==> config.mk <==
export PLATFORM = sky130hd
export DESIGN_NAME = dual_port_ram_pipe
export DESIGN_NICKNAME = d
export VERILOG_FILES = /design/src/rtl/dual_port_ram_pipe.sv
export SDC_FILE = /design/constraint.sdc
export NUM_CORES = 1
export LEC_CHECK = 0
export ABC_AREA = 1
export BUFFER_PORTS_ARGS = -buffer_cell sky130_fd_sc_hd__clkbuf_2
export CORE_MARGIN = 5
export CORE_UTILIZATION = 35
export DETAILED_ROUTE_END_ITERATION = 10
export PLACE_DENSITY = 0.51
export SYNTH_ARGS = -nofsm -noshare
export SYNTH_HDL_FRONTEND = slang
export SYNTH_SLANG_ARGS = --single-unit
==> constraint.sdc <==
create_clock -name clk -period 3.6 [get_ports clk]
set_input_delay 0.36 -clock clk [delete_from_list [all_inputs] [get_ports clk]]
set_output_delay 0.36 -clock clk [all_outputs]
set_load 0.05 [all_outputs]
==> src/rtl/dual_port_ram_pipe.sv <==
// ---------------------------------------------------------------------------
// dual_port_ram_pipe
// Single-clock simple dual-port RAM (one write port, one read port) with
// per-byte write enables, a 1- or 2-stage registered read path, a fixed
// same-address collision policy and a hardware clear engine that zeroes the
// whole array on request or automatically after reset.
//
// Ports
//   clk       clock, all logic on posedge
//   rst       asynchronous active-high reset
//   wr_en     write request, accepted when wr_en & wr_ready
//   wr_addr   write address
//   wr_be     byte enables, bit i covers wr_data[8i+7:8i]
//   wr_data   write data
//   wr_ready  low while the clear sweep runs
//   rd_en     read request, accepted when rd_en & ~clr_busy
//   rd_addr   read address
//   rd_data   registered read data, holds between reads
//   rd_valid  one-cycle pulse aligned with rd_data
//   clr_req   start a full-array zero sweep (ignored while sweeping)
//   clr_busy  high while the sweep runs
// ---------------------------------------------------------------------------
module dual_port_ram_pipe #(
    parameter int DATA_WIDTH   = 32,
    parameter int ADDR_WIDTH   = 4,
    parameter int READ_LATENCY = 1,
    parameter int WRITE_FIRST  = 1,
    parameter int INIT_CLEAR   = 1
) (
    input  logic                    clk,
    input  logic                    rst,
    input  logic                    wr_en,
    input  logic [ADDR_WIDTH-1:0]   wr_addr,
    input  logic [DATA_WIDTH/8-1:0] wr_be,
    input  logic [DATA_WIDTH-1:0]   wr_data,
    output logic                    wr_ready,
    input  logic                    rd_en,
    input  logic [ADDR_WIDTH-1:0]   rd_addr,
    output logic [DATA_WIDTH-1:0]   rd_data,
    output logic                    rd_valid,
    input  logic                    clr_req,
    output logic                    clr_busy
);
    localparam int BE_WIDTH = DATA_WIDTH / 8;
    localparam int DEPTH    = 1 << ADDR_WIDTH;

    typedef enum logic {IDLE = 1'b0, CLEAR = 1'b1} state_e;

    state_e                  state_q, state_d;
    logic [ADDR_WIDTH-1:0]   clr_ptr_q, clr_ptr_d;
    logic [DATA_WIDTH-1:0]   mem_q [DEPTH];

    logic                    wr_acc, rd_acc;
    logic [DATA_WIDTH-1:0]   rd_word;
    logic [DATA_WIDTH-1:0]   s1_data_q;
    logic                    s1_vld_q;

    // clr_busy comes straight off the state register, so it is registered.
    assign clr_busy = (state_q == CLEAR);
    assign wr_ready = ~clr_busy;
    assign wr_acc   = wr_en & ~clr_busy;
    assign rd_acc   = rd_en & ~clr_busy;

    // ---------------- clear FSM ----------------
    always_ff @(posedge clk or posedge rst) begin
        if (rst) begin
            if (INIT_CLEAR != 0) state_q <= CLEAR;
            else                 state_q <= IDLE;
            clr_ptr_q <= '0;
        end else begin
            state_q   <= state_d;
            clr_ptr_q <= clr_ptr_d;
        end
    end

    always_comb begin
        state_d   = state_q;
        clr_ptr_d = clr_ptr_q;
        case (state_q)
            IDLE: begin
                if (clr_req) begin
                    state_d   = CLEAR;
                    clr_ptr_d = '0;
                end
            end
            CLEAR: begin
                // Pointer wraps back to 0 on the last word, leaving it ready
                // for the next sweep; the state change ends this one.
                clr_ptr_d = clr_ptr_q + 1'b1;
                if (clr_ptr_q == {ADDR_WIDTH{1'b1}}) state_d = IDLE;
            end
            default: state_d = IDLE;
        endcase
    end

    // ---------------- storage (not reset) ----------------
    // The sweep and the write port never overlap: writes are blocked while
    // clr_busy is high.
    always_ff @(posedge clk) begin
        if (clr_busy) begin
            mem_q[clr_ptr_q] <= '0;
        end else if (wr_acc) begin
            for (int b = 0; b < BE_WIDTH; b++) begin
                if (wr_be[b]) mem_q[wr_addr][8*b +: 8] <= wr_data[8*b +: 8];
            end
        end
    end

    // Read word with the collision policy applied: in write-first mode the
    // enabled bytes of a same-edge, same-address write are forwarded.
    always_comb begin
        rd_word = mem_q[rd_addr];
        if ((WRITE_FIRST != 0) && wr_acc && (wr_addr == rd_addr)) begin
            for (int b = 0; b < BE_WIDTH; b++) begin
                if (wr_be[b]) rd_word[8*b +: 8] = wr_data[8*b +: 8];
            end
        end
    end

    // ---------------- read pipeline ----------------
    // Data registers only load when a read passes through, so the output
    // holds its last value between reads.
    always_ff @(posedge clk or posedge rst) begin
        if (rst) begin
            s1_vld_q  <= 1'b0;
            s1_data_q <= '0;
        end else begin
            s1_vld_q <= rd_acc;
            if (rd_acc) s1_data_q <= rd_word;
        end
    end

    generate
        if (READ_LATENCY == 2) begin : g_lat2
            logic [DATA_WIDTH-1:0] s2_data_q;
            logic                  s2_vld_q;
            always_ff @(posedge clk or posedge rst) begin
                if (rst) begin
                    s2_vld_q  <= 1'b0;
                    s2_data_q <= '0;
                end else begin
                    s2_vld_q <= s1_vld_q;
                    if (s1_vld_q) s2_data_q <= s1_data_q;
                end
            end
            assign rd_data  = s2_data_q;
            assign rd_valid = s2_vld_q;
        end else begin : g_lat1
            assign rd_data  = s1_data_q;
            assign rd_valid = s1_vld_q;
        end
    endgenerate

endmodule

# Word-level counts from Yosys, hierarchy flattened
# Memory sizes are Yosys's and may differ from the RTL's.
# Index checks and enable logic that the tools add are counted.
[op_classes]
add_sub_neg = 1
eq_ne = 3
muxes = 31
bitwise_logic = 3
n_reduce_logical = 2
[ops]
columns = ["op", "n"]
rows = [
  ["2-to-1 mux 32 bit", 2],
  ["2-to-1 mux 8 bit", 4],
  ["OR reduction 32 bit", 1],
  ["2-to-1 mux 1 bit", 20],
  ["2-to-1 mux 4 bit", 3],
  ["one-hot mux 4 bit (2 select lines)", 1],
  ["adder 4 x 1 -> 4 bit, second input constant", 1],
  ["== test 4 bit", 1],
  ["== test 4 bit, second input constant", 1],
  ["bitwise AND 1 bit", 2],
  ["!= test 2 x 1 -> 1 bit, second input constant", 1],
  ["one-hot mux 1 bit (2 select lines)", 1],
  ["logical AND 1 bit", 1],
  ["NOT 1 bit", 1],
]
[totals]
register_bits = 38
mem_bits_rw = 512
input_bits = 49
output_inout_bits = 35
elab_cells = 45
mem_count = 1
[mem_list]
columns = ["name", "depth", "word_bits", "rd", "rd_ports_with_merged_regs", "wr", "line_no", "rtl"]
rows = [
  ["mem_q", 16, 32, 1, 0, 1, "51", "logic [DATA_WIDTH-1:0] mem_q [DEPTH];"],
]

# Depth between registers and ports, before layout
# Gate-level depths: netlist of run 1.
[depth]
ltp_word = 7
mapped_depth = 12
depth_no_buf = 10

# Least setup slack after synthesis of run 1
# No wires, ideal clock.
[synth_path]
path_type = "register to register"
from = "reg state_q (netlist: clr_busy)"
to = "mem mem_q[12][0] (enable)"
setup_time_ps = 370
arrival_time_ps = 1902
required_time_ps = 3230
slack_ps = 1328
path_stages_with_launch = 10
n_path_buf = 1
cell_sequence = "dfstp_2 nor2_4 o21ai_2 nand2_4 buf_12 nand2_1 nand2_2 nor2_4 nand2_2 nor2_1"
[synth_between]
elab_chain_cells = 7
elab_cells_between_ends = 19
[synth_rtl]
columns = ["item", "line_no", "rtl"]
rows = [
  ["start: declaration", "49", "state_e state_q, state_d;"],
  ["start signal: assignment", "71", "state_q <= state_d;"],
  ["NOT 1 bit", "--", ""],
  ["bitwise AND 1 bit", "61", "assign wr_acc = wr_en & ~clr_busy;"],
  ["2-to-1 mux 1 bit", "102", "end else if (wr_acc) begin"],
  ["2-to-1 mux 1 bit", "100", "if (clr_busy) begin"],
  ["2-to-1 mux 1 bit (implied by the code)", "104", "if (wr_be[b]) mem_q[wr_addr][8*b +: 8] <= wr_data[8*b +: 8];"],
  ["OR reduction 32 bit (no line)", "--", ""],
  ["2-to-1 mux 4 bit (no line)", "--", ""],
  ["end: declaration", "51", ""],
]
# Several ways; a longest one is shown, not always the timed one.

# Final worst setup path of run 1
[layout_path]
from = "reg state_q (netlist: clr_busy)"
to = "mem mem_q[13][2] (enable)"
# Same word-level chain as after synthesis.

==> metrics, run 1 <==
status=complete, no violations; period utilization=76.0%; Combinational Power Share=24.3%; critical path type=flip-flop to flip-flop; # DRC=0; post-synthesis sequential area ratio=66.7%; clock share of power=28.5%; initial drt markers=1,610; Core Area=69,700 um2; clk_lat worst skew=610 ps; Synthesized Nets=2,522; startpoint types=flip-flop; gpl congestion=0.875; RSZ-0062 raised after global routing=no; WHS Path Cells=7; Syn Inst Count=2,472; root buf cell=clkbuf_16; post-synth cell types=29; final antenna-violating net count=0; Flop pwr share=47.2%; Psw=6810 uW; Sw Share=33.2%; Post-synth ARST share=6.91%; average cell area after synthesis=9.91 um2; diode count=0; TritonCTS clock tree=done; Starting Density=35.2%; Synth Cell Area=24,500 um2; Cell Int Power=13,700 uW; Arrival @ worst endpoint=2970 ps; WP data required=3840 ps; length of routed met2 wiring=31,700 um; reg2reg end=mem_q[13][2]$_DFFE_PP_; post_cts resized=0; Peak supply drop=0.345 mV; CP Capture Type=flip-flop; grt ovf=0; Layout area overhead=13.5%; FF+latch count, synth=550; Fmax=0.366 GHz; chip width=275 um; wirelength, routed=70,400 um; PortBufs=83; DR top layer=met4; hold endpoint=rd_data[20]$_DFFE_PP0P_; Via Count=17,100; full die area=75,400 um2; R2R setup slack=860 ps; min Tclk post-route=2740 ps; total power=20,500 uW; fin. max-slew vios=0; layout cells sized above 1=10.9%; Hold Fails Final Rpt=0; wire length of the first global-routing pass=105,000 um; HP Start=wr_data[20]; global-route usage over all layers=18.4%; # setup viols final=0; drt first pass iters=6; EDFF count, synth=512; skew final=11.7 ps; Worst-path clk slew=60 ps; yosys warns=0; max cap viols=0; Max Fanout on Critical Path=15; # clock sinks=550; CTS Buf Count=58; Reg2Reg Launch Point=clr_busy$_DFF_PP1_; number of global-route vias before repair=16,600; main flop type after synthesis=edfxtp_1; worst rel slew slack=25.9%; most instantiated cells after synthesis=nand2_1 (916), edfxtp_1 (512), nand3_1 (352); Power Density=736 nW/um2; wire length on met3=5260 um; Worst Reg-to-Reg Cells=10; worst-margin pin slew=1110 ps; initial antenna violation count=0; hpwl dp=45,200 um; Synth area leader=edfxtp_1; Pleak=0.0122 uW; Synth area leaders=edfxtp_1 (63%), nand2_1 (14%), nand3_1 (7.2%), inv_1 (5.1%), dfrtp_1 (3.8%); CTS Buffer Depth=3; largest net degree at the start of global routing=138; Vias/cell=4.86; Hold-fix buffers, CTS=1; M1 wire length=31,900 um; die height=275 um; WL per Instance=20.0 um; IO Count=84; row count=97; count leader, synth=nand2_1; Yosys top cell area share=62.8%; Min-Delay Path Class=input pin to flip-flop; Final nets=2,584; Setup Total Neg Slack=0 ps; H-tree levels=2; Setup Buffers After CTS=0
## per-layer routing
metal	global-route usage, %	vias up
met4	4.33	0
met1	26.6	8273
met2	28.9	608
met5	0	-
li1	-	8136
met3	3.58	91
## worst max-delay path: stages, from the launching register on
cell	delay, ps
dfstp_2	380
nor2_4	140
o21ai_2	90
nand2_4	240
inv_2	220
nand2_1	130
nand2_2	90
nor2_4	160
nand2_2	210
buf_4	200
nor2_1	480
## worst max-delay path by stage
stage,start,to,slack [ps],cells past startpoint
detailed placement,wr_en,mem_q[2][20]$_DFFE_PP_,680,11
global route,clr_busy$_DFF_PP1_,mem_q[13][3]$_DFFE_PP_,700,10
floorplan,clr_busy$_DFF_PP1_,mem_q[12][0]$_DFFE_PP_,1330,9
global placement,wr_en,mem_q[4][10]$_DFFE_PP_,740,11
CTS,clr_busy$_DFF_PP1_,mem_q[13][2]$_DFFE_PP_,870,10
finish,clr_busy$_DFF_PP1_,mem_q[13][2]$_DFFE_PP_,860,10
## registers in the layout, indices dropped and copies added, names as in the netlist
register	cells
mem_q	512
rd_data	32
clr_ptr_q	4
clr_busy	1
rd_valid	1
## final cells by class
class / instances / area, um2
fill: 6805 / 41900
tap: 940 / 1180
clock buffer: 84 / 1630
sequential: 550 / 16300
inverter: 336 / 1270
timing repair buffer: 133 / 867
clock inverter: 25 / 205
multi-input combinational: 1455 / 6330
## cells by family (layout without fill, tap and decap cells)
logic type,count (synthesis),in the layout,share of synthesized area (%)
multiplexers,1,1,0.0409
XOR/XNOR,1,1,0.0358
adder cells (fa/ha/maj),1,1,0.0511
AO/OA/AOI/OAI,19,19,0.669
flip-flops,550,550,66.7
AND/OR/NAND/NOR,1433,1433,24.8
buffers and inverters,467,578,7.78
## power groups by stage
stage / sequential, uW / combinational [uW] / clock (uW)
after floorplan: 10200 / 2750 / 0
after global placement: 9770 / 4940 / 0
after detailed placement: 9790 / 5010 / 0
after CTS: 9670 / 5020 / 5940
after global routing: 9810 / 5450 / 6210
final: 9660 / 4980 / 5830
## cells in the final DEF, fill, tap and decap left out, drive strengths merged, types with 4 or more instances in the layout
cell / count
o21ai: 9
inv: 336
dfrtp: 37
nand4: 33
nand2: 935
edfxtp: 512
clkinv: 21
buf: 51
a21oi: 7
bufinv: 4
nor2: 108
clkbuf: 165
nand3: 357
## through the flow
stage               worst slack [ps]  util [%]  std cells  hold WS, ps  instance area [um2]
CTS                              872      39.9       3523          126                27800
floorplan                       1330         -       2472          485                24500
global placement                 738      37.3       3413          469                26000
finish                           865      39.9       3523          173                27800
detailed placement               682      37.3       3413          465                26000
global route                     700      39.9       3523          145                27800
Note: power is estimated with default switching activity, not from simulation.
==> run 2: changes to the inputs <==
--- a/config.mk
+++ b/config.mk
@@ -10,7 +10,7 @@
 export CORE_MARGIN = 5
 export CORE_UTILIZATION = 35
 export DETAILED_ROUTE_END_ITERATION = 10
-export PLACE_DENSITY = 0.51
+export PLACE_DENSITY = 0.53
 export SYNTH_ARGS = -nofsm -noshare
 export SYNTH_HDL_FRONTEND = slang
 export SYNTH_SLANG_ARGS = --single-unit
==> constraint.sdc (replaced) <==
create_clock -name clk -period 2.3 [get_ports clk]
set_input_delay 0.23 -clock clk [delete_from_list [all_inputs] [get_ports clk]]
set_output_delay 0.23 -clock clk [all_outputs]
set_load 0.05 [all_outputs]
==> metrics, run 2 (synthesized netlist as in run 1, its figures left out) <==
gpl congestion=0.875; wirelength, routed=71,000 um; drt first pass iters=5; Final nets=2,685; WP data required=2620 ps; status=complete, no violations; # DRC=0; Fmax=0.441 GHz; Area after DPL=26,700 um2; final antenna-violating net count=0; TritonCTS clock tree=done; Power Density=1150 nW/um2; most frequent cells in the layout=nand2_1 (915), edfxtp_1 (512), nand3_1 (352); worst-margin pin slew=925 ps; chip width=275 um; pre-CTS WS=71.0 ps; initial drt markers=1,513; CTS Buf Count=58; full die area=75,400 um2; Critical path origin=clr_busy$_DFF_PP1_; setup ws final=32.8 ps; Reg2Reg Launch Point=clr_busy$_DFF_PP1_; Arrival @ worst endpoint=2590 ps; RSZ-0062 raised after global routing=yes; root buf cell=clkbuf_16; # setup viols final=0; CP Capture Type=flip-flop; row count=97; Peak supply drop=0.668 mV; grt ovf=0; Biggest register=mem_q; layout cells sized above 1=13.6%; commonest non-fill, non-tap cell in the layout=nand2_1; Layout area overhead=17.5%; WL per Instance=19.6 um; wire length of the first global-routing pass=105,000 um; hpwl dp=46,300 um; skew final=25.6 ps; largest net degree at the start of global routing=127; CTS Buffer Depth=3; H-tree levels=2; min Tclk post-route=2270 ps; final instance area=28,800 um2; PortBufs=83; Worst-path clk slew=60 ps; initial antenna violation count=2; worst rel slew slack=38.3%; period utilization=98.6%; Setup Buffers After CTS=0; fin. max-slew vios=0; Starting Density=35.2%; Via Count=17,500; HP Start=wr_data[24]; max cap viols=0; Min-Delay Path Class=input pin to flip-flop; die height=275 um; number of global-route vias before repair=17,200; Hold Fails Final Rpt=0; clk_lat worst skew=630 ps; IO Count=84; startpoint types=flip-flop; Largest register FFs=512; Pleak=0.0128 uW; global-route usage over all layers=18.6%; Filler cells=6,755; # clock sinks=550; critical path type=flip-flop to flip-flop; Vias/cell=4.82; Max Fanout on Critical Path=15; Core Area=69,700 um2
run 2: what timing repair did:
| item | CTS | global route |
|---|---|---|
| hold buffers | 12 | 0 |
| hold endpoints to repair | 36 | 0 |
| setup endpoints to repair | 0 | 159 |
| gates resized for setup | 0 | 3 |
run 2: layout make-up:
| type | count | area [um2] | share of cell area, % |
|---|---|---|---|
| antenna | 1 | 2.50 | 0.00869 |
| clock buffer | 80 | 1680 | 5.84 |
| tap | 940 | 1180 | 4.09 |
| clock inverter | 30 | 278 | 0.965 |
| multi-input combinational | 1455 | 6280 | 21.8 |
| inverter | 336 | 1270 | 4.42 |
| sequential | 550 | 16300 | 56.7 |
| timing repair buffer | 234 | 1770 | 6.13 |
run 2: critical path, cell delays in order, from the launching register on:
cell and delay, ps:
dfstp_2 550, nor2_4 60, o21ai_2 70, nand2_4 190
nand2_1 160, o21ai_4 90, nor2_4 210, nand2_2 260
nor2_1 160, buf_4 200
run 2: where the power goes:
part           internal [uW]  switching (uW)
Combinational           2300            6310
Sequential             14300             733
Clock                   5570            3870
Total                  22200           10900
run 2: metrics by stage:
stage	utilization, %	instances	hold WS, ps	power (uW)	TNS [ps]
2_1_floorplan	-	2472	420	20200	0
3_3_place_gp	38.3	3503	433	23700	0
3_5_place_dp	38.3	3503	452	23900	0
4_1_cts	41.3	3625	0.538	33300	0
5_1_grt	41.3	3625	47.3	34700	-3590
6_report	41.3	3626	25.3	33100	0
run 2: layer usage:
| metal | vias to the layer above | GRT usage [%] | share of wire, % |
|---|---|---|---|
| li1 | 8330 | - | - |
| met1 | 8457 | 25.6 | 43 |
| met2 | 610 | 29.7 | 46 |
| met3 | 89 | 4.77 | 8.8 |
| met4 | 0 | 4.87 | 2.2 |
| met5 | - | 0 | 0 |
run 2: worst paths after layout:
check / slack, ps / cells after the start / to
setup / recovery: 30 / 9 / mem_q[4][29]$_DFFE_PP_
hold / removal: 30 / 7 / rd_data[24]$_DFFE_PP0P_
setup reg to reg: 30 / 9 / mem_q[4][29]$_DFFE_PP_
hold reg to reg: 480 / 2 / rd_data[10]$_DFFE_PP0P_
max in group asynchronous: 1270 / 4 / rd_data[29]$_DFFE_PP0P_
min in group asynchronous: 330 / 3 / rd_data[9]$_DFFE_PP0P_
==> run 3: changes to the inputs <==
--- a/config.mk
+++ b/config.mk
@@ -7,10 +7,12 @@
 export LEC_CHECK = 0
 export ABC_AREA = 1
 export BUFFER_PORTS_ARGS = -buffer_cell sky130_fd_sc_hd__clkbuf_2
+export CELL_PAD_IN_SITES_DETAIL_PLACEMENT = 0
+export CELL_PAD_IN_SITES_GLOBAL_PLACEMENT = 1
 export CORE_MARGIN = 5
 export CORE_UTILIZATION = 35
 export DETAILED_ROUTE_END_ITERATION = 10
-export PLACE_DENSITY = 0.53
+export PLACE_DENSITY = 0.63
 export SYNTH_ARGS = -nofsm -noshare
 export SYNTH_HDL_FRONTEND = slang
 export SYNTH_SLANG_ARGS = --single-unit
==> metrics, run 3 (synthesized netlist as in run 1, its figures left out) <==
status=complete, but fails checks; violated checks=setup timing; Biggest register=mem_q; die height=275 um; Peak supply drop=0.614 mV; PortBufs=83; min Tclk post-route=2330 ps; commonest non-fill, non-tap cell in the layout=nand2_1; most frequent cells in the layout=nand2_1 (915), edfxtp_1 (512), nand3_1 (352); skew final=14.5 ps; grt ovf=0; setup ws final=-33.6 ps; Pleak=0.0127 uW; root buf cell=clkbuf_16; HP Start=wr_data[20]; row count=97; critical path type=flip-flop to flip-flop; Max Fanout on Critical Path=11; total power=33,400 uW; WL per Instance=19.9 um; Setup Total Neg Slack=-238 ps; WHS Path Cells=7; RSZ-0062 raised after global routing=yes; CP Capture Type=flip-flop; clk_lat worst skew=610 ps; final antenna-violating net count=0; CTS Buf Count=59; H-tree levels=2; hold slack=36.7 ps; full die area=75,400 um2; Power Density=1160 nW/um2; Reg2Reg Launch Point=clr_busy$_DFF_PP1_; fin. max-slew vios=0; largest net degree at the start of global routing=93; Worst Reg-to-Reg Cells=10; wire length of the first global-routing pass=107,000 um; Layout area overhead=17.4%; wirelength, routed=71,600 um; max cap viols=0; IO Count=84; reg2reg end=mem_q[0][4]$_DFFE_PP_; chip width=275 um; Hold Fails Final Rpt=0; final instance area=28,800 um2; Fmax=0.429 GHz; Setup Buffers After CTS=0; Arrival @ worst endpoint=2640 ps; WP data required=2610 ps; Vias/cell=4.74; Final Non-Filler Cells=3,600; Via Count=17,100; initial drt markers=1,369; Final nets=2,660; Min-Delay Path Class=input pin to flip-flop; Core Area=69,700 um2; hpwl dp=47,300 um; diode count=0; placed cell count=3,484; Filler cells=6,819; Starting Density=35.2%; startpoint types=flip-flop; initial antenna violation count=0; # DRC=0; # clock sinks=550; worst rel slew slack=51.3%; layout cells sized above 1=14.7%; R2R setup slack=-30 ps; number of global-route vias before repair=16,900; # setup viols final=8; CTS Buffer Depth=3; Worst-path clk slew=60 ps; hold endpoint=rd_data[20]$_DFFE_PP0P_; worst-margin pin slew=731 ps; global-route usage over all layers=18.8%; period utilization=101%; gpl congestion=0.799; drt first pass iters=7; Area after DPL=26,500 um2; Largest register FFs=512; TritonCTS clock tree=done
run 3: repair_timing:
item	4_1_cts	5_1_grt
hold buffers	5	0
cloned	0	0
endpoints found under the hold margin	44	0
setup endpoints to repair	261	223
gates resized for setup	30	16
run 3: routing by layer:
layer  share of wire, %  GRT usage (%)  vias to the layer above  wire length (um)
li1                   -              -                     8278                 -
met1                 45           26.7                     8203             32400
met2                 47           30.8                      514             33400
met3                6.2           3.17                       85              4400
met4                1.9           3.96                        0              1360
met5                  0              0                        -                 0
run 3: layout make-up:
type | instances | area (um2) | share of cell area [%]
multi-input combinational | 1455 | 6400 | 22.2
timing repair buffer | 208 | 1540 | 5.36
clock inverter | 29 | 348 | 1.21
sequential | 550 | 16300 | 56.8
inverter | 336 | 1270 | 4.42
tap | 940 | 1180 | 4.09
clock buffer | 82 | 1700 | 5.90
run 3: power by group:
part / internal, uW / switching, uW / total, uW
Combinational: 2140 / 6300 / 8450
Clock: 6020 / 3880 / 9900
Sequential: 14400 / 700 / 15100
Total: 22500 / 10900 / 33400
run 3: how the worst max path moves through the flow:
stage                        from  slack [ps]                      end
2_1_floorplan  clr_busy$_DFF_PP1_          30   mem_q[12][0]$_DFFE_PP_
4_1_cts        clr_busy$_DFF_PP1_        -120   mem_q[0][10]$_DFFE_PP_
3_5_place_dp   clr_busy$_DFF_PP1_        -120   mem_q[3][16]$_DFFE_PP_
3_3_place_gp   clr_busy$_DFF_PP1_         -60    mem_q[0][9]$_DFFE_PP_
5_1_grt        clr_busy$_DFF_PP1_         -80  mem_q[10][31]$_DFFE_PP_
6_report       clr_busy$_DFF_PP1_         -30    mem_q[0][4]$_DFFE_PP_
run 3: through the flow:
| stage | worst slack, ps | utilization (%) |
|---|---|---|
| floorplan | 27.6 | - |
| global placement | -63.2 | 38.1 |
| detailed placement | -121 | 38.1 |
| CTS | -118 | 41.2 |
| global route | -83.1 | 41.3 |
| finish | -33.6 | 41.3 |
run 3: critical path, cell delays in order (launching register included):
cell	delay, ps
dfstp_2	380
nor2_4	140
o21ai_2	90
nand2_4	160
buf_4	190
o21ai_4	80
nor2_4	180
nand2_2	270
buf_4	230
nor2_1	110
buf_4	190
